`config.mk`:
```
export PLATFORM = sky130hd
export DESIGN_NAME = mips_alu_issue
export DESIGN_NICKNAME = d
export VERILOG_FILES = /design/src/rtl/mips_alu_issue.sv
export SDC_FILE = /design/constraint.sdc
export NUM_CORES = 2
export LEC_CHECK = 0
export CAP_MARGIN = 20
export CORE_AREA = 2 2 449 451
export CTS_BUF_LIST = sky130_fd_sc_hd__clkbuf_2 sky130_fd_sc_hd__clkbuf_4 sky130_fd_sc_hd__clkbuf_8
export DETAILED_ROUTE_END_ITERATION = 7
export DIE_AREA = 0 0 451 453
export GPL_TIMING_DRIVEN = 0
export SLEW_MARGIN = 5
export SYNTH_ARGS = -nofsm -noshare
export SYNTH_HDL_FRONTEND = slang
export SYNTH_SLANG_ARGS = --single-unit
```
`constraint.sdc`:
```
create_clock -name clk -period 5.1 [get_ports clk]
set_clock_uncertainty 0.05 [all_clocks]
set_input_delay 1.02 -clock clk [delete_from_list [all_inputs] [get_ports clk]]
set_output_delay 1.02 -clock clk [all_outputs]
set_load 0.05 [all_outputs]
```
`src/rtl/mips_alu_issue.sv`:
```
// Decode/issue front end for the combinational MIPS ALU: decodes instruction words,
// reads the register file with writeback bypass, retires results and resolves branches.
module mips_alu_issue #(
  parameter int DATA_W = 32,
  parameter int OP_W = 4,
  parameter logic [DATA_W-1:0] RESET_PC = 32'h0
) (
  input  logic              clk,
  input  logic              rst,
  input  logic              instr_valid,
  input  logic [31:0]       instr,
  output logic              instr_ready,
  output logic [DATA_W-1:0] alu_in1,
  output logic [DATA_W-1:0] alu_in2,
  output logic [DATA_W-1:0] alu_instc,
  output logic [OP_W-1:0]   alu_op,
  input  logic [DATA_W-1:0] alu_result,
  input  logic              alu_br_taken,
  output logic [DATA_W-1:0] mem_addr,
  output logic              mem_addr_valid,
  input  logic              dbg_we,
  input  logic [4:0]        dbg_addr,
  input  logic [DATA_W-1:0] dbg_wdata,
  output logic [DATA_W-1:0] pc,
  output logic [15:0]       retire_cnt
);

  localparam logic [OP_W-1:0] OP_ADDI = OP_W'(0);
  localparam logic [OP_W-1:0] OP_SUB  = OP_W'(1);
  localparam logic [OP_W-1:0] OP_BEQ  = OP_W'(2);
  localparam logic [OP_W-1:0] OP_BNE  = OP_W'(3);
  localparam logic [OP_W-1:0] OP_LW   = OP_W'(4);
  localparam logic [OP_W-1:0] OP_SW   = OP_W'(5);
  localparam logic [OP_W-1:0] OP_AND  = OP_W'(6);
  localparam logic [OP_W-1:0] OP_ANDI = OP_W'(7);
  localparam logic [OP_W-1:0] OP_XOR  = OP_W'(8);
  localparam logic [OP_W-1:0] OP_SLT  = OP_W'(9);
  localparam logic [OP_W-1:0] OP_SLTI = OP_W'(10);
  localparam logic [OP_W-1:0] OP_NOP  = OP_W'(11);

  typedef enum logic [1:0] {S_IDLE, S_EXEC, S_BR} state_t;

  state_t state, state_nxt;

  logic [DATA_W-1:0] regs [32];

  logic              ex_wr_en;
  logic [4:0]        ex_wr_idx;
  logic              ex_mem;
  logic [DATA_W-1:0] ex_br_off;

  logic [4:0]        rs_idx, rt_idx;
  logic [DATA_W-1:0] sext_imm;
  logic [OP_W-1:0]   dec_op;
  logic              dec_wr_en;
  logic [4:0]        dec_wr_idx;
  logic              dec_mem;
  logic              dec_branch;
  logic [DATA_W-1:0] dec_instc;
  logic              accept;
  logic              wb_en;
  logic [DATA_W-1:0] rs_val, rt_val;

  assign rs_idx   = instr[25:21];
  assign rt_idx   = instr[20:16];
  assign sext_imm = {{(DATA_W-16){instr[15]}}, instr[15:0]};

  always_comb begin
    dec_op     = OP_NOP;
    dec_wr_en  = 1'b0;
    dec_wr_idx = rt_idx;
    dec_mem    = 1'b0;
    dec_branch = 1'b0;
    dec_instc  = sext_imm;
    if (instr[31:26] == 6'h00) begin
      dec_instc  = '0;
      dec_wr_idx = instr[15:11];
      case (instr[5:0])
        6'h22:   begin dec_op = OP_SUB; dec_wr_en = 1'b1; end
        6'h24:   begin dec_op = OP_AND; dec_wr_en = 1'b1; end
        6'h26:   begin dec_op = OP_XOR; dec_wr_en = 1'b1; end
        6'h2A:   begin dec_op = OP_SLT; dec_wr_en = 1'b1; end
        default: dec_op = OP_NOP;
      endcase
    end else begin
      case (instr[31:26])
        6'h08:   begin dec_op = OP_ADDI; dec_wr_en = 1'b1; end
        6'h04:   begin dec_op = OP_BEQ; dec_branch = 1'b1; end
        6'h05:   begin dec_op = OP_BNE; dec_branch = 1'b1; end
        6'h23:   begin dec_op = OP_LW; dec_mem = 1'b1; end
        6'h2B:   begin dec_op = OP_SW; dec_mem = 1'b1; end
        6'h0C:   begin
          dec_op    = OP_ANDI;
          dec_wr_en = 1'b1;
          dec_instc = {{(DATA_W-16){1'b0}}, instr[15:0]};
        end
        6'h0A:   begin dec_op = OP_SLTI; dec_wr_en = 1'b1; end
        default: dec_op = OP_NOP;
      endcase
    end
    if (dec_wr_idx == 5'd0) dec_wr_en = 1'b0;
  end

  // Operands forward the result retiring on this same edge instead of the stale register.
  assign wb_en  = (state == S_EXEC) && ex_wr_en;
  assign rs_val = (wb_en && ex_wr_idx == rs_idx) ? alu_result : regs[rs_idx];
  assign rt_val = (wb_en && ex_wr_idx == rt_idx) ? alu_result : regs[rt_idx];

  always_comb begin
    instr_ready = !rst && (state != S_BR);
    accept      = instr_valid && instr_ready;
    state_nxt   = state;
    case (state)
      S_IDLE, S_EXEC: state_nxt = accept ? (dec_branch ? S_BR : S_EXEC) : S_IDLE;
      S_BR:           state_nxt = S_IDLE;
      default:        state_nxt = S_IDLE;
    endcase
  end

  always_ff @(posedge clk) begin
    if (rst) begin
      state          <= S_IDLE;
      alu_in1        <= '0;
      alu_in2        <= '0;
      alu_instc      <= '0;
      alu_op         <= OP_NOP;
      ex_wr_en       <= 1'b0;
      ex_wr_idx      <= '0;
      ex_mem         <= 1'b0;
      ex_br_off      <= '0;
      mem_addr       <= '0;
      mem_addr_valid <= 1'b0;
      pc             <= RESET_PC;
      retire_cnt     <= '0;
    end else begin
      state          <= state_nxt;
      mem_addr_valid <= 1'b0;
      if (state != S_IDLE) retire_cnt <= retire_cnt + 16'd1;
      if (state == S_EXEC && ex_mem) begin
        mem_addr       <= alu_result;
        mem_addr_valid <= 1'b1;
      end
      // pc already points past the branch, so only the scaled offset is added.
      if (state == S_BR && alu_br_taken) pc <= pc + ex_br_off;
      if (accept) begin
        alu_in1   <= rs_val;
        alu_in2   <= rt_val;
        alu_instc <= dec_instc;
        alu_op    <= dec_op;
        ex_wr_en  <= dec_wr_en;
        ex_wr_idx <= dec_wr_idx;
        ex_mem    <= dec_mem;
        ex_br_off <= {sext_imm[DATA_W-3:0], 2'b00};
        pc        <= pc + DATA_W'(4);
      end else begin
        alu_op <= OP_NOP;
      end
    end
  end

  // Writeback is ordered after the debug port so it wins on an index collision.
  always_ff @(posedge clk) begin
    if (rst) begin
      for (int i = 0; i < 32; i++) regs[i] <= '0;
    end else begin
      if (dbg_we && dbg_addr != 5'd0) regs[dbg_addr] <= dbg_wdata;
      if (wb_en) regs[ex_wr_idx] <= alu_result;
    end
  end

endmodule

```
==> results.ini <==
[synth]
synth_flop_cell = edfxtp_1
yosys-top-cells-area = edfxtp_1 44%, mux4_2 21%, nand2_1 8.1%, dfxtp_1 5.4%, o21ai_0 5.2%
yosys_warnings = 0
synth_area_per_cell_um2 = 11.6
async_reset_ff_share_pct = 0
yosys.area.top_type = edfxtp_1
ys_ff_latch = 1213
yosys-top-cells-count = 1500 x nand2_1, 1024 x edfxtp_1, 724 x o21ai_0
synth_cell_types = 71
synth_most_common_cell = nand2_1
syn_inst = 6006
yosysSeqAreaShare_pct = 49.6
synth_enable_flop_cells = 1024
synth.cell_area_mm2 = 0.0696
synth_top_area_share_pct = 44.2

[timing]
period_minus_slack_ps = 4880
finalCritPeriodShare_pct = 95.7
hold_slack_ps = 356
hold_viol_final = 0
tns_ps = 0
fmax_mhz = 205
relSlewSlack_pct = 7.01
rsz0062_at_grt = no
finalWorstSetupSlack_ps = 222
setup_viol = 0
drv_slew = 0
worst_pin_slew_ps = 1390

[floorplan]
dieArea_mm2 = 0.204
num_rows = 164
die_h_um = 453
io_pins = 288
die_w_um = 451
initial_core_util_pct = 34.9
core_area_mm2 = 0.199

[clock_network]
htreeDepth = 4
cts_tree = built
holdBufCountCts = 0
cts_buffers = 203
cts.path.max_buffers = 3
clock_latency_ps = 1040
root_buffer = clkbuf_8
cts.sinks = 1213
clkTransAtPathRegs_ps = 70

[placement]
place_congestion = 1.07
io_buffer_count = 245
hpwlAfterDp_mm = 253
place_ws_ps = -2010

[global_routing]
grt_pass1_vias = 54801
gr-total-overflow = 0
grt_max_degree = 33
grt_usage_pct = 30.3
antenna_found_initial = 24
grt_pass1_wl_mm = 430

[route]
ant_nets = 0
drt_first_pass_iters = 7
drcViolationCount = 0
viasPerCell = 6.19
wirelength_mm = 318
wire_per_inst_um = 34.0
num_vias = 57912
drt_iter0_markers = 8580

[worst_setup_path]
required_ps = 5980
crit_type = input pin to flop
crit_top_cell = nor2_1
critPathTopFamily = buffers and inverters
critical-path-slowest-cell = clkdlybuf4s50_1
cp_slowest_stage_delay_ps = 690
cp-start-kind = input pin
end_kind = flop
critPathArrivalTime_ps = 5760
crit_buf_inv = 5
cp_max_fo = 11
crit_chain = clkdlybuf4s50_1 -> buf_2 -> nor2_1 -> nand2_2 -> buf_4 -> clkbuf_2 -> nand2_1 -> inv_1 -> ha_1 -> o21ai_0 -> o211ai_2 -> a32oi_2 -> a2111oi_2 -> nor2_1 -> mux2i_1 -> mux2_2

[finish]
area_growth_pct = 16.0
layout-drive-gt1-share_pct = 18.3
final_util_pct = 40.5
fin_nets = 6643

[pwr]
vdd_drop_max_uv = 328
leakage_nw = 25.9
p_per_area_mw_per_mm2 = 309

[outcome]
outcome = finished, final reports clean

[min_path]
worst_hold_path_type = input pin to flop

[job]
cap_violations = 0

[power by group]
group,internal [mW],switching (mW)
clock,4.71,4.57
sequential,11.3,0.320
combinational,1.43,2.67
total,17.4,7.56
[layout by cell type (no fill, tap or decap), types with 35 or more instances in the layout]
cell and instances:
nand2_1 1499, clkbuf_1 585, buf_2 61, clkinv_2 35, o21ai_0 718, clkinv_1 45
clkdlybuf4s50_1 245, clkbuf_8 211, buf_1 46, mux4_2 640, nand3_1 97, edfxtp_1 1024
o21ai_1 73, nor2_1 131, a22o_1 352, mux2i_1 74, a21oi_1 89, clkbuf_4 61
buf_4 58, dfxtp_1 189
[flip-flops by register name, indices dropped and copies added (netlist names)]
signal and cells:
alu_in2 32, ex_wr_en 1, regs 1024, ex_wr_idx 5, mem_addr 32, alu_instc 17, state 2, mem_addr_valid 1
retire_cnt 16, pc 30, alu_in1 32, alu_op 4, ex_br_off 16, ex_mem 1
[metal layers]
layer	GRT usage, %	part of all wire (%)
met1	36.2	35
met2	46.5	44
met3	11.0	14
met4	18.7	7.1
met5	0	0.022
[per-stage QoR]
step | power (mW) | cell area [um2] | instances
floorplan | 13.8 | 69600 | 6007
global placement | 15.5 | 75400 | 8908
detailed placement | 15.6 | 76400 | 8961
CTS | 24.7 | 80600 | 9337
global route | 25.3 | 80700 | 9353
finish | 25.0 | 80700 | 9359
[layout make-up]
class / count / area [um2]
inverters: 23 / 86.3
clock buffers: 270 / 3350
fillers: 18922 / 119000
clock inverters: 106 / 786
diodes: 12 / 30.0
well taps: 2656 / 3320
flip-flops and latches: 1213 / 34500
plain buffers: 760 / 3210
multi-input cells: 4011 / 32000
repair buffers: 308 / 3440
[worst paths after layout]
kind | start | to | slack, ps | cells past startpoint
hold / removal | instr[2] | ex_br_off[4]$_SDFFE_PP0P_ | 360 | 3
hold reg to reg | mem_addr[30]$_SDFFE_PP0P_ | mem_addr[30]$_SDFFE_PP0P_ | 400 | 2
setup reg to reg | state[1]$_SDFF_PP0_ | regs[12][11]$_DFFE_PP_ | 550 | 9
setup / recovery | rst | pc[24]$_SDFFE_PP0P_ | 220 | 16
[tightest hold or removal path, cell delays in order]
cell and delay [ps]:
clkbuf_1 190, nand2_1 120, a21oi_1 70
[logic make-up (layout without fill, tap and decap cells)]
group / count (synthesis) / after routing / synth area share [%]
other cells: 1 / 14 / 0.00539
fa+ha+maj: 17 / 17 / 0.316
compound gates: 1314 / 1314 / 11.7
xor+xnor: 40 / 40 / 0.503
flops: 1213 / 1213 / 49.6
simple gates: 1917 / 1917 / 11.2
mux: 721 / 721 / 21.9
buf+inv: 783 / 1467 / 4.70
[repair_timing]
| action | in CTS | in global routing |
|---|---|---|
| cloned | 0 | 0 |
| setup endpoints to repair | 20 | 6 |
| gates resized for setup | 5 | 4 |
| buffers inserted | 0 | 0 |
Power figures use the tool's default switching activity.
